## config.mk

```make
export PLATFORM = sky130hd
export DESIGN_NAME = gbp_update_scheduler
export DESIGN_NICKNAME = d
export VERILOG_FILES = /design/src/rtl/gbp_update_scheduler.sv
export SDC_FILE = /design/constraint.sdc
export NUM_CORES = 1
export LEC_CHECK = 0
export BUFFER_PORTS_ARGS = -buffer_cell sky130_fd_sc_hd__buf_2
export CAP_MARGIN = 20
export CORE_MARGIN = 4
export CORE_UTILIZATION = 45
export DETAILED_ROUTE_END_ITERATION = 8
export PLACE_DENSITY = 0.73
export SYNTH_ARGS = -nofsm -noshare
export SYNTH_HDL_FRONTEND = slang
export SYNTH_SLANG_ARGS = --single-unit
```

## constraint.sdc

```tcl
create_clock -name clk_i -period 3.32 [get_ports clk_i]
set_clock_uncertainty 0.1 [all_clocks]
set_input_delay 0.498 -clock clk_i [delete_from_list [all_inputs] [get_ports clk_i]]
set_output_delay 0.498 -clock clk_i [all_outputs]
set_load 0.01 [all_outputs]
```

## src/rtl/gbp_update_scheduler.sv

```systemverilog
// Arbitrates the single gbp counter-table port between frontend lookups, an init sweep
// and queued read-modify-write updates from resolved branches.
module gbp_update_scheduler #(
  parameter int NR_ENTRIES  = 1024,
  parameter int INDEX_W     = $clog2(NR_ENTRIES),
  parameter int QUEUE_DEPTH = 4
) (
  input  logic               clk_i,
  input  logic               rst_ni,
  input  logic               flush_i,
  input  logic               lookup_valid_i,
  input  logic [INDEX_W-1:0] lookup_index_i,
  output logic               lookup_rvalid_o,
  output logic [1:0]         lookup_ctr_o,
  input  logic               upd_valid_i,
  output logic               upd_ready_o,
  input  logic [INDEX_W-1:0] upd_index_i,
  input  logic               upd_taken_i,
  output logic               busy_o,
  output logic               tbl_req_o,
  output logic               tbl_we_o,
  output logic [INDEX_W-1:0] tbl_addr_o,
  output logic [1:0]         tbl_wdata_o,
  input  logic [1:0]         tbl_rdata_i
);

  localparam int QPTR_W = $clog2(QUEUE_DEPTH);
  localparam int CNT_W  = QPTR_W + 1;
  localparam logic [INDEX_W-1:0] LAST_ROW = INDEX_W'(NR_ENTRIES - 1);
  localparam logic [CNT_W-1:0]   FULL_CNT = CNT_W'(QUEUE_DEPTH);

  typedef enum logic [1:0] {ST_INIT, ST_IDLE, ST_UPD_READ, ST_UPD_WRITE} state_e;

  state_e               state_q, state_d;
  logic [INDEX_W-1:0]   ptr_q, ptr_d;
  logic [QPTR_W-1:0]    wr_ptr_q, wr_ptr_d, rd_ptr_q, rd_ptr_d;
  logic [CNT_W-1:0]     count_q, count_d;
  logic [INDEX_W-1:0]   cur_index_q, cur_index_d;
  logic                 cur_taken_q, cur_taken_d;
  logic [1:0]           ctr_q, ctr_d;
  logic                 first_q, first_d;
  logic                 lookup_rvalid_q, lookup_rvalid_d;
  logic                 lookup_init_q, lookup_init_d;
  logic [INDEX_W-1:0]   q_index_mem [QUEUE_DEPTH];
  logic                 q_taken_mem [QUEUE_DEPTH];

  logic                 full, empty, push, pop;
  logic                 req, we;
  logic [INDEX_W-1:0]   addr;
  logic [1:0]           wdata, ctr_cur;

  function automatic logic [1:0] sat_ctr(input logic [1:0] ctr, input logic taken);
    if (taken) return (ctr == 2'b11) ? 2'b11 : ctr + 2'b01;
    return (ctr == 2'b00) ? 2'b00 : ctr - 2'b01;
  endfunction

  assign full        = (count_q == FULL_CNT);
  assign empty       = (count_q == '0);
  assign upd_ready_o = rst_ni && !full && !flush_i;
  assign push        = upd_valid_i && upd_ready_o;
  // Read data is only live in the first write cycle; a stalled write reuses the copy.
  assign ctr_cur     = first_q ? tbl_rdata_i : ctr_q;

  always_comb begin
    state_d         = state_q;
    ptr_d           = ptr_q;
    wr_ptr_d        = wr_ptr_q;
    rd_ptr_d        = rd_ptr_q;
    count_d         = count_q;
    cur_index_d     = cur_index_q;
    cur_taken_d     = cur_taken_q;
    ctr_d           = ctr_q;
    first_d         = 1'b0;
    pop             = 1'b0;
    req             = 1'b0;
    we              = 1'b0;
    addr            = '0;
    wdata           = 2'b00;
    lookup_rvalid_d = lookup_valid_i;
    lookup_init_d   = lookup_valid_i && (flush_i || state_q == ST_INIT);

    if (flush_i) begin
      state_d  = ST_INIT;
      ptr_d    = '0;
      wr_ptr_d = '0;
      rd_ptr_d = '0;
      count_d  = '0;
    end else begin
      if (state_q == ST_INIT) begin
        req   = 1'b1;
        we    = 1'b1;
        addr  = ptr_q;
        wdata = 2'b01;
        ptr_d = ptr_q + INDEX_W'(1);
        if (ptr_q == LAST_ROW) state_d = ST_IDLE;
      end else begin
        if (lookup_valid_i) begin
          req  = 1'b1;
          addr = lookup_index_i;
        end
        if (state_q == ST_IDLE) begin
          if (!empty) state_d = ST_UPD_READ;
        end else if (state_q == ST_UPD_READ) begin
          if (!lookup_valid_i) begin
            req         = 1'b1;
            addr        = q_index_mem[rd_ptr_q];
            pop         = 1'b1;
            cur_index_d = q_index_mem[rd_ptr_q];
            cur_taken_d = q_taken_mem[rd_ptr_q];
            first_d     = 1'b1;
            state_d     = ST_UPD_WRITE;
          end
        end else begin
          ctr_d = ctr_cur;
          if (!lookup_valid_i) begin
            req     = 1'b1;
            we      = 1'b1;
            addr    = cur_index_q;
            wdata   = sat_ctr(ctr_cur, cur_taken_q);
            state_d = (!empty || push) ? ST_UPD_READ : ST_IDLE;
          end
        end
      end
      if (push) wr_ptr_d = wr_ptr_q + QPTR_W'(1);
      if (pop)  rd_ptr_d = rd_ptr_q + QPTR_W'(1);
      count_d = count_q + CNT_W'(push) - CNT_W'(pop);
    end
  end

  always_ff @(posedge clk_i or negedge rst_ni) begin
    if (!rst_ni) begin
      state_q         <= ST_INIT;
      ptr_q           <= '0;
      wr_ptr_q        <= '0;
      rd_ptr_q        <= '0;
      count_q         <= '0;
      cur_index_q     <= '0;
      cur_taken_q     <= 1'b0;
      ctr_q           <= 2'b00;
      first_q         <= 1'b0;
      lookup_rvalid_q <= 1'b0;
      lookup_init_q   <= 1'b0;
    end else begin
      state_q         <= state_d;
      ptr_q           <= ptr_d;
      wr_ptr_q        <= wr_ptr_d;
      rd_ptr_q        <= rd_ptr_d;
      count_q         <= count_d;
      cur_index_q     <= cur_index_d;
      cur_taken_q     <= cur_taken_d;
      ctr_q           <= ctr_d;
      first_q         <= first_d;
      lookup_rvalid_q <= lookup_rvalid_d;
      lookup_init_q   <= lookup_init_d;
    end
  end

  // Queue payload needs no reset; occupancy is tracked by the pointers and count.
  for (genvar gi = 0; gi < QUEUE_DEPTH; gi++) begin : g_queue
    always_ff @(posedge clk_i) begin
      if (push && wr_ptr_q == QPTR_W'(gi)) begin
        q_index_mem[gi] <= upd_index_i;
        q_taken_mem[gi] <= upd_taken_i;
      end
    end
  end

  assign busy_o          = (state_q == ST_INIT);
  assign lookup_rvalid_o = lookup_rvalid_q;
  assign lookup_ctr_o    = lookup_rvalid_q ? (lookup_init_q ? 2'b01 : tbl_rdata_i) : 2'b00;
  assign tbl_req_o       = rst_ni && req;
  assign tbl_we_o        = rst_ni && we;
  assign tbl_addr_o      = rst_ni ? addr : '0;
  assign tbl_wdata_o     = rst_ni ? wdata : 2'b00;

endmodule
```

==> results of run 1 <==
-- cells in the mapped netlist (2+ instances only) --
| master | number | area (µm²) |
|---|---|---|
| nand3_1 | 2 | 10.0 |
| a211oi_1 | 2 | 15.0 |
| and3_1 | 2 | 12.5 |
| o21ai_0 | 4 | 20.0 |
| o21a_1 | 2 | 15.0 |
| nor2b_1 | 4 | 25.0 |
| buf_1 | 3 | 11.3 |
| buf_2 | 4 | 20.0 |
| a21oi_1 | 11 | 55.1 |
| or3_1 | 3 | 18.8 |
| mux2_4 | 9 | 135 |
| or4b_1 | 2 | 20.0 |
| nor2_1 | 19 | 71.3 |
| a222oi_1 | 10 | 100 |
| and3b_1 | 2 | 17.5 |
| inv_1 | 7 | 26.3 |
| nand4_1 | 5 | 31.3 |
| mux2i_1 | 2 | 20.0 |
| ha_1 | 9 | 113 |
| mux2_2 | 4 | 45.0 |
| edfxtp_1 | 44 | 1320 |
| nor4b_1 | 2 | 17.5 |
| xnor2_1 | 5 | 43.8 |
| dfrtp_1 | 35 | 876 |
| xor2_1 | 6 | 52.6 |
| mux4_2 | 11 | 248 |
| nor3_1 | 6 | 30.0 |
| nand2_1 | 34 | 128 |
| and2_1 | 4 | 25.0 |
-- worst paths after layout --
| kind | start | to | slack, ns | depth (start not counted) |
|---|---|---|---|---|
| worst min-delay path | rst_ni | wr_ptr_q[1]$_DFFE_PN0P_ | 0.14 | 2 |
| worst min register to register | cur_index_q[0]$_DFFE_PN0P_ | cur_index_q[0]$_DFFE_PN0P_ | 0.42 | 1 |
| min in group clk_i | lookup_valid_i | lookup_rvalid_o$_DFF_PN0_ | 0.23 | 1 |
| worst max register to register | state_q[1]$_DFFE_PN0P_ | count_q[2]$_DFF_PN0_ | 0.52 | 9 |
| worst max-delay path | state_q[1]$_DFFE_PN0P_ | tbl_addr_o[0] | 0.19 | 7 |
| max in group asynchronous | rst_ni | ptr_q[7]$_DFFE_PN0N_ | 2.66 | 2 |
-- cells in the final DEF, fill, tap and decap left out, drive strengths merged, types with 4 or more instances in the layout --
cell and instances:
clkbuf 9, dfrtp 35, edfxtp 44, and2 4, nor2 21, nor2b 4, mux2 13, o21ai 4
a21oi 11, nand4 5, buf 51, xnor2 5, ha 9, nand2 34, mux4 11, a222oi 10
nor3 6, xor2 6, inv 12
-- timing repair --
action / in CTS / in global routing
setup endpoints to repair: 0 / 10
resized for setup: 0 / 1
hold endpoints to repair: 0 / 0
-- per-stage QoR --
stage | setup slack (ns) | std cells | area (µm²) | hold slack, ns
final | 0.190 | 427 | 4210 | 0.139
after global routing | 0.0413 | 427 | 4210 | 0.175
after CTS | 0.0368 | 427 | 4210 | 0.138
after detailed placement | 0.442 | 411 | 4010 | 0.399
after global placement | 0.550 | 411 | 4010 | 0.393
after floorplan | 0.784 | 268 | 3680 | 0.102
-- routing by layer --
metal  part of all wire, %  vias up
met4                  0.50        0
met1                    45     1161
li1                      -     1111
met2                    50       59
met3                   5.1        4
met5                     0        -
-- sequential cells by signal, summed over array words and instances, names as in the netlist, 2 cells and up --
name,count
q_index_mem,40
cur_index_q,10
ctr_q,2
ptr_q,10
state_q,2
count_q,3
q_taken_mem,4
wr_ptr_q,2
rd_ptr_q,2
-- worst reg2reg max path, stage by stage, from the launching register on --
cell,delay (ns)
dfrtp_1,0.45
inv_1,0.12
ha_1,0.27
or4b_1,0.71
xnor2_1,0.24
ha_1,0.17
inv_1,0.05
fa_1,0.37
xnor2_1,0.16
nor2_1,0.06
-- where the power goes --
part / internal [mW] / leakage, nW / switching, mW
Clock: 0.299 / 0.0990 / 0.413
Combinational: 0.0471 / 0.771 / 0.0620
Sequential: 1.06 / 0.876 / 0.0156
Total: 1.41 / 1.75 / 0.491
-- kinds of logic (layout without fill, tap and decap cells) --
kind of cell             after synthesis  count (layout)
XOR/XNOR                              11              11
multiplexers                          26              26
buffers and inverters                 17              74
flip-flops                            79              79
AO/OA/AOI/OAI                         33              33
AND/OR/NAND/NOR                       92              92
adder cells (fa/ha/maj)               10              10
-- final cells by class --
class	count	area share [%]
Multi-Input combinational cell	172	33.1
Timing Repair Buffer	51	6.36
Sequential cell	79	52.2
Clock buffer	9	2.94
Clock inverter	7	1.78
Tap cell	102	3.03
Inverter	7	0.624
==> impl_results.md, run 1 <==
* Status: finished, final reports clean
* Clock tree root driver cell: clkbuf_8
* CP Class: reg2out
* Tot GR Track Use at 15.3%
* Avg Cell Area, Syn at 13.7 µm²
* Leakage at 1.75 nW
* # port buffers at 46
* Worst-path clk slew at 0.10 ns
* Crit path cell chain: inv_1 -> ha_1 -> or4b_1 -> nor2_4 -> nand2_1 -> nand2_1 -> buf_2
* Met3 usage at 3.71%
* CTS max path bufs at 2
* Hold Buf Count CTS at 0
* CTS tree: done
* Max cap viols at 0
* Residual DRC at 0
* Pwr per Cell Area at 450 nW/µm²
* Diode count at 0
* Clk Latency, worst-skew pair at 0.35 ns
* Clock sink count at 79
* I/O pin count at 47
* Cell area after synthesis at 3680 µm²
* Grt peak-use layer: met2
* Layout area overhead at 14.6%
* Peak Freq at 319 MHz
* Post-synthesis simple-gate area fraction at 12.9%
* Unrepaired setup endpoints after global routing: no
* Seq. cell area at 2200 µm²
* FFs w/ async S/R, synth at 44.3%
* HP Class: in2async
* Initial DRT Pass Iterations at 5
* Least-Margin Pin Slew at 0.708 ns
* Shortest period the worst path allows at 3.13 ns
* Initial antenna violation count at 0
* Max_slew headroom at 52.6%
* Synth Area in Compound Gates at 6.50%
* Kind of start point of the critical path: flop
* Die H at 98.4 µm
* Grt ovf at 0
* Power, Total at 1.90 mW
* Vias in the first global route at 2357
* Largest net degree at the start of global routing at 36
* Final ANT Viol Nets at 0
* Mux share of post-synthesis cell area at 12.2%
* Slowest stage cell, crit path: or4b_1
* First-pass GRT wire length at 11800 µm
* Crit-path most repeated cell: nand2_1
* Number of synthesized flops with an enable pin at 44
* Sequential element share of the synthesized area at 59.8%
* Critical Path End Type: primary output
* Final core occ at 53.7%
* Via count at 2335
* Syn nets at 306
* Fin. max-slew vios at 0
* Synth Register Bits at 79
* Data arrival, critical path at 2.53 ns
* Met2 Track Usage GR at 24.7%
* Die Area at 9680 µm²
* Cells after Synth at 268
* TritonCTS Buffers at 9
* Detail Placement HPWL at 5130 µm
* Layout cells sized above 1 at 29.5%
* Vias per Instance at 5.47
* Most used DFF post-synth: edfxtp_1
* CP max FO at 10
* Worst Path Required at 2.72 ns
* Post-CTS setup buffers at 0
* Chip width at 98.4 µm
* Final Cycle Share at 94.3%
* Final setup fails at 0
* Initial DRC Count at 143
* Xor/xnor share of the synthesized area at 2.62%
* RePlAce Congestion at 0.853
* Rows at 32
* Critical path's largest stage delay at 0.71 ns
* Worst VDD drop at 0.390 mV
* CP delay by family, top: simple AND/OR/NAND/NOR gates
* Core area at 7850 µm²
* Starting Density at 46.8%
* Wire per inst at 16.9 µm
* CP bufs+invs at 2
* CTS H-Tree Depth at 3
* Combined area of the multi-input logic cells at 1400 µm²
* Yosys warnings at 0
* Adder-cell share of the synthesized area at 3.61%
* Total wire length at 7200 µm
* Yosys cell types at 44
* Global Route met1 Usage at 20.6%
* Fillers at 689
* Setup_tns at 0 ns
* Final hold vios at 0
* Nets at 358
* Largest family of logic cells by synthesized area: simple AND/OR/NAND/NOR gates
(Power assumes the default switching activity.)
==> run 2: changes to the inputs <==
- CORE_UTILIZATION: 45 -> 33
- PLACE_DENSITY: 0.73 -> 0.58
- SETUP_SLACK_MARGIN: not set -> 0.5
==> run 2 against run 1 <==
Sequential share of layout area shrank 2.5 points. Critical path depth is the same. First-iteration DRC count shrank 8.4%. Clock power is essentially flat. Power grew 0.33%. Non-clock buffer count grew 10. Global-route usage shrank 2.4 points. Count of clock-buffer cells in the layout is the same. Register-to-register slack gained 0.10 ns. Cell count grew 11%. Die area grew 33%. Sequential power is essentially flat.
==> impl_results.md, run 2 (same netlist as run 1, synthesis figures left out) <==
* Clock tree root driver cell: clkbuf_8
* TritonCTS Buffers at 9 (unchanged)
* Leakage at 1.80 nW (+3.3%)
* Most common cell after layout, fill and taps aside: buf_2
* Critical path's largest stage delay at 0.60 ns (-0.11 ns)
* Global Route met1 Usage at 16.5% (-4.1 points)
* Rows at 38 (+19%)
* R2r worst-path depth at 10 (+1)
* First-pass GRT wire length at 12700 µm (+7.9%)
* Top reg by flops: q_index_mem
* CP delay by family, top: simple AND/OR/NAND/NOR gates
* Wire per inst at 17.1 µm (+1.3%)
* Data arrival, critical path at 2.18 ns (-0.35 ns)
* Layout area overhead at 20.4%
* Peak Freq at 360 MHz (+13%)
* Unrepaired setup endpoints after global routing: yes
* Post-Layout Cell Count at 476 (+11%)
* Diode count at 0 (unchanged)
* Least-Margin Pin Slew at 0.726 ns (+0.0176 ns)
* I/O pin count at 47 (unchanged)
* Total wire length at 8130 µm (+13%)
* Nets at 369 (+3.1%)
* # port buffers at 46 (unchanged)
* Clk Latency, worst-skew pair at 0.36 ns (about the same)
* Crit path cell chain: inv_2 -> ha_4 -> or4b_4 -> nor2_4 -> nand2_1 -> nand2_1 -> buf_2
* Fin. max-slew vios at 0 (unchanged)
* Final ANT Viol Nets at 0 (unchanged)
* Met2 Track Usage GR at 21.8% (-2.9 points)
* Pwr per Cell Area at 430 nW/µm² (-4.5%)
* RePlAce Congestion at 0.833 (-2.3%)
* Initial DRT Pass Iterations at 4 (-1)
* Largest regs: q_index_mem: 40 flops, cur_index_q: 10 flops, ptr_q: 10 flops
* CP bufs+invs at 2 (unchanged)
* Critical Path End Type: primary output
* Max cap viols at 0 (unchanged)
* Largest net degree at the start of global routing at 23 (-36%)
* CTS H-Tree Depth at 3 (unchanged)
* HP Class: in2async
* Vias per Instance at 5.03 (-8.1%)
* Vias in the first global route at 2393 (+1.5%)
* Status: finished, final reports clean
* Slowest stage cell, crit path: or4b_4
* Core area at 10900 µm² (+39%)
* CP max FO at 5 (-5)
* Kind of start point of the critical path: flop
* Initial DRC Count at 131 (-8.4%)
* Starting Density at 33.8% (-13 points)
* CP Depth at 7 (unchanged)
* Clock sink count at 79 (unchanged)
* Placed cells at 449 (+9.2%)
* Max_slew headroom at 51.5% (-1.2 points)
* Shortest period the worst path allows at 2.78 ns (-0.352 ns)
* Final setup fails at 0 (unchanged)
* Final hold vios at 0 (unchanged)
* Residual DRC at 0 (unchanged)
* Grt peak-use layer: met2
* Worst VDD drop at 0.287 mV (-26%)
* Worst-path clk slew at 0.10 ns (about the same)
* Grt ovf at 0 (unchanged)
* Most frequent cells in the layout: buf_2, edfxtp_1, dfrtp_1
* CP Class: reg2out
* Chip width at 114 µm (+15%)
* CTS max path bufs at 2 (unchanged)
* Tot GR Track Use at 12.9% (-2.4 points)
* Met3 usage at 2.33% (-1.4 points)
* Setup_tns at 0 ns (unchanged)
* CTS tree: done
* Worst Path Required at 2.72 ns (about the same)
* Die H at 114 µm (+15%)
* Final Cycle Share at 83.7% (-11 points)
* Detail Placement HPWL at 5530 µm (+7.8%)
* Crit-path most repeated cell: nand2_1
* Die Area at 12900 µm² (+33%)
* Largest register FFs at 40 (unchanged)
* Layout cells sized above 1 at 36.0% (+6.5 points)
* Initial antenna violation count at 0 (unchanged)
* Via count at 2393 (+2.5%)
==> run 2: changes by cell type in the layout (fill, tap and decap cells not counted), moves of 2 or more <==
cell | previous run | this run
buf_4 | 5 | 13
buf_6 | 0 | 2
ha_1 | 9 | 6
ha_4 | 0 | 2
nand2_1 | 34 | 28
nand2_2 | 0 | 6
nor2_1 | 19 | 17
nor2_4 | 1 | 3
==> run 2: power by group <==
| group | internal (mW) | leakage [nW] | switching (mW) |
|---|---|---|---|
| sequential | 1.06 | 0.876 | 0.0164 |
| combinational | 0.0491 | 0.829 | 0.0668 |
| clock | 0.298 | 0.0981 | 0.413 |
| total | 1.41 | 1.80 | 0.496 |
==> run 2: final timing paths <==
kind,slack (ns),start,end
setup / recovery,0.54,state_q[0]$_DFFE_PN0P_,tbl_addr_o[8]
hold / removal,0.12,rst_ni,cur_index_q[6]$_DFFE_PN0P_
setup reg to reg,0.62,state_q[0]$_DFFE_PN0P_,count_q[2]$_DFF_PN0_
hold reg to reg,0.42,cur_index_q[1]$_DFFE_PN0P_,cur_index_q[1]$_DFFE_PN0P_
max in group asynchronous,1.91,rst_ni,lookup_rvalid_o$_DFF_PN0_
min in group clk_i,0.25,upd_index_i[1],q_index_mem[3][1]$_DFFE_PP_
==> run 2: layer usage <==
| layer | part of all wire [%] | routed length, µm |
|---|---|---|
| met1 | 43 | 3520 |
| met2 | 50 | 4070 |
| met3 | 4.2 | 340 |
| met4 | 2.4 | 197 |
| met5 | 0 | 0 |
==> run 2: worst reg2reg max path: stages, from the launching register on <==
cell,delay (ns)
dfrtp_1,0.43
inv_2,0.11
ha_4,0.18
or4b_4,0.60
buf_4,0.19
xnor2_1,0.18
ha_1,0.17
inv_1,0.05
fa_1,0.37
xnor2_1,0.16
nor2_1,0.05
==> run 2: metrics by stage <==
stage               setup WS, ns  instance area (µm²)  power [mW]  util (%)  hold slack, ns
global placement           0.446                 4060        1.21      37.3           0.360
CTS                        0.506                 4320        1.92      39.6           0.121
floorplan                  0.784                 3680        1.15         -           0.102
finish                     0.542                 4430        1.90      40.7           0.121
detailed placement         0.440                 4060        1.21      37.3           0.360
global route               0.458                 4430        1.98      40.7           0.145
==> run 2: what timing repair did <==
| item | in CTS | in global routing |
|---|---|---|
| pin swaps | 3 | 8 |
| hold buffers | 1 | 0 |
| hold endpoints to repair | 13 | 0 |
| endpoints found under the setup margin | 10 | 11 |
| buffers inserted | 3 | 5 |
| resized for setup | 8 | 19 |
| cloned | 1 | 1 |
==> run 2: layout make-up <==
| class | count | area (µm²) |
|---|---|---|
| multi-input cells | 173 | 1480 |
| repair buffers | 61 | 355 |
| clock inverters | 7 | 70.1 |
| clock buffers | 9 | 124 |
| well taps | 140 | 175 |
| inverters | 7 | 26.3 |
| flip-flops and latches | 79 | 2200 |
| fillers | 994 | 6460 |
==> run 3: changes to the inputs <==
- ABC_AREA: not set -> 1
- clock period: 3.32 -> 2.8 ns (I/O delays scaled with it)
==> run 3 against run 2 <==
Setup slack lost 0.21 ns. Synthesized cell count up 66%. Clock power rose by 76%. Critical endpoint is now tbl_addr_o[0]. Flip-flop and latch count unchanged. Critical path type unchanged. Cell count grew 38%. Sequential power is 33% higher. Global-route usage is 1.7 points higher. Combinational power rose to 8.1 times the previous value. Sequential share of layout area fell by 5.3 points. Count of clock-buffer cells in the layout rose by 2.
==> impl_results.md, run 3 <==
* Final Cell Area at 4960 µm² (+12%)
* # port buffers at 46 (unchanged)
* Yosys warnings at 0 (unchanged)
* Fin. max-slew vios at 0 (unchanged)
* Area post-placement at 4360 µm² (+7.5%)
* Int Pwr at 2.51 mW (+78%)
* Total wire length at 9910 µm (+22%)
* Count leader, synth: nand2_1
* Chip width at 118 µm (+3.7%)
* Grt ovf at 0 (unchanged)
* Layout cells sized above 1 at 28.3% (-7.7 points)
* First-pass GRT wire length at 16200 µm (+28%)
* Placed cells at 632 (+41%)
* Detail Placement HPWL at 6790 µm (+23%)
* Cells after Synth at 446 (+66%)
* Hold_ws at 0.173 ns (+0.0516 ns)
* Yosys cell types at 29 (-34%)
* Post-synth top area share at 33.3% (-2.7 points)
* Largest regs: q_index_mem: 40 flops, cur_index_q: 10 flops, ptr_q: 10 flops
* Initial DRC Count at 188 (+44%)
* Top reg by flops: q_index_mem
* Final hold vios at 0 (unchanged)
* Yosys top cell by area: edfxtp_1
* FFs w/ async S/R, synth at 44.3% (unchanged)
* CTS tree: done
* CP max FO at 5 (unchanged)
* HP Class: in2async
* Clock Power Share at 34.3% (-3.1 points)
* Sequential cell fraction of total power at 39.7% (-17 points)
* End point of the critical path: tbl_addr_o[0]
* Synth top area cells: edfxtp_1, dfrtp_1, nand2_1
* Comb power frac at 25.9% (+20 points)
* Max_slew headroom at 71.4% (+20 points)
* Pwr per Cell Area at 732 nW/µm² (+70%)
* Layout area overhead at 24.9%
* I/O pin count at 47 (unchanged)
* CTS H-Tree Depth at 3 (unchanged)
* CTS max path bufs at 2 (unchanged)
* Vias in the first global route at 3190 (+33%)
* Data arrival, critical path at 1.95 ns (-0.23 ns)
* Initial DRT Pass Iterations at 4 (unchanged)
* TritonCTS Buffers at 9 (unchanged)
* Peak Freq at 405 MHz
* Synth Register Bits at 79 (unchanged)
* Most frequent cells in the layout: nand2_1, buf_2, edfxtp_1
* Rows at 39 (+2.6%)
* Wire per inst at 15.0 µm (-12%)
* Unrepaired setup endpoints after global routing: yes
* Clock sink count at 79 (unchanged)
* Core area at 11600 µm² (+6.7%)
* Die Area at 13900 µm² (+7.5%)
* Clk Latency, worst-skew pair at 0.33 ns (-0.03 ns)
* Worst Path Required at 2.28 ns (-0.44 ns)
* Power, Total at 3.63 mW (+91%)
* Initial antenna violation count at 0 (unchanged)
* Leakage at 2.19 nW (+21%)
* Clock tree root driver cell: clkbuf_16
* R2r worst-path depth at 13 (+3)
* Final setup fails at 0 (unchanged)
* Die H at 118 µm (+3.7%)
* Critical path origin: state_q[0]$_DFFE_PN0P_
* Switching power at 1.12 mW (+130%)
* CP Class: reg2out
* Syn nets at 484 (+58%)
* Synth cell count leaders: nand2_1, edfxtp_1, nand3_1
* Reg-to-Reg Start: state_q[0]$_DFFE_PN0P_
* Diode count at 0 (unchanged)
* Residual DRC at 0 (unchanged)
* Largest net degree at the start of global routing at 24 (+4.3%)
* Final ANT Viol Nets at 0 (unchanged)
* Avg Cell Area, Syn at 8.91 µm² (-35%)
* Sequential element share of the synthesized area at 55.3% (-4.5 points)
* Tot GR Track Use at 14.7% (+1.7 points)
* Number of synthesized flops with an enable pin at 44 (unchanged)
* Most used DFF post-synth: edfxtp_1
* Worst-path clk slew at 0.06 ns (-0.04 ns)
* Max cap viols at 0 (unchanged)
* Status: finished, final reports clean
* Starting Density at 34.2% (+0.44 points)
* R2r endpoint: count_q[2]$_DFF_PN0_
* Most common cell after layout, fill and taps aside: nand2_1
* Largest register FFs at 40 (unchanged)
* Vias per Instance at 4.90 (-2.6%)
* RePlAce Congestion at 0.794 (-4.7%)
* Setup_tns at 0 ns (unchanged)
* Via count at 3227 (+35%)
* Sw Ratio at 30.9% (+4.8 points)
* Least-Margin Pin Slew at 0.429 ns (-0.297 ns)
* Cell area after synthesis at 3970 µm² (+8.1%)
* Flop2flop setup slack at 0.56 ns (-0.06 ns)
* Nets at 549 (+49%)
* Critical Path End Type: primary output
* Kind of start point of the critical path: flop
* Shortest period the worst path allows at 2.47 ns
* Post-Layout Cell Count at 659 (+38%)
* Fillers at 1174 (+18%)
* Worst VDD drop at 0.346 mV (+21%)
* Final Cycle Share at 88.2%
## run 3: cell types whose count changed in the layout (fill, tap and decap cells not counted), moves of 13 or more
cell / before / now
nand3_2: 0 / 16
o21ai_0: 4 / 17
nand2_1: 28 / 137
nand3_1: 2 / 36
inv_1: 6 / 28
nand2_2: 6 / 20
nor2_1: 17 / 30
## run 3: cell type report
cell class	count	area, µm²	share of cell area (%)
Sequential cell	79	2200	44.3
Multi-Input combinational cell	314	1660	33.5
Clock inverter	5	81.3	1.64
Timing Repair Buffer	69	432	8.70
Timing Repair inverter	2	15.0	0.302
Tap cell	143	179	3.60
Inverter	36	150	3.02
Clock buffer	11	243	4.89
## run 3: what timing repair did
action | 4_1_cts | 5_1_grt
pin swaps | 7 | 17
setup endpoints to repair | 15 | 17
hold buffers | 1 | 0
buffers inserted | 4 | 2
hold endpoints to repair | 35 | 0
gates cloned | 4 | 0
resized for setup | 30 | 33
## run 3: power groups by stage
stage,Sequential (mW),Combinational [mW],Clock (mW)
after floorplan,1.44,0.542,0
after global placement,1.46,0.725,0
after detailed placement,1.46,0.739,0
after CTS,1.44,0.887,1.27
after global routing,1.46,1.05,1.32
final,1.44,0.942,1.25
## run 3: kinds of logic (layout without fill, tap and decap cells)
family | after synthesis | count (layout) | share of synthesized area, %
fa+ha+maj | 10 | 10 | 3.34
xor+xnor | 2 | 2 | 0.441
flops | 79 | 79 | 55.3
compound gates | 48 | 48 | 6.49
simple gates | 254 | 254 | 27.9
buf+inv | 53 | 123 | 6.55
## run 3: layer usage
layer	GRT usage, %	wire, µm	vias to the layer above
li1	-	-	1597
met1	19.1	4420	1549
met2	24.1	4860	73
met3	3.41	512	8
met4	4.84	121	0
met5	0	0	-
## run 3: through the flow
step	setup slack, ns	util (%)
floorplan	0.519	-
finish	0.331	42.7
global route	0.229	42.7
global placement	0.442	37.6
CTS	0.335	41.8
detailed placement	0.309	37.6
## run 3: worst min path at each step
stage	slack (ns)	end
finish	0.17	ptr_q[4]$_DFFE_PN0N_
global route	0.20	ptr_q[4]$_DFFE_PN0N_
CTS	0.20	q_index_mem[2][0]$_DFFE_PP_
detailed placement	0.33	lookup_rvalid_o$_DFF_PN0_
global placement	0.33	lookup_rvalid_o$_DFF_PN0_
floorplan	0.02	count_q[0]$_DFF_PN0_
## run 3: critical path, stage by stage (launching register included)
cell	delay, ns
dfrtp_1	0.39
inv_2	0.08
ha_4	0.17
inv_4	0.04
nor2_4	0.14
buf_6	0.16
nand3_1	0.10
nand2_2	0.10
nand2_2	0.06
nand2_1	0.06
nand2_1	0.05
a21oi_1	0.12
buf_2	0.15
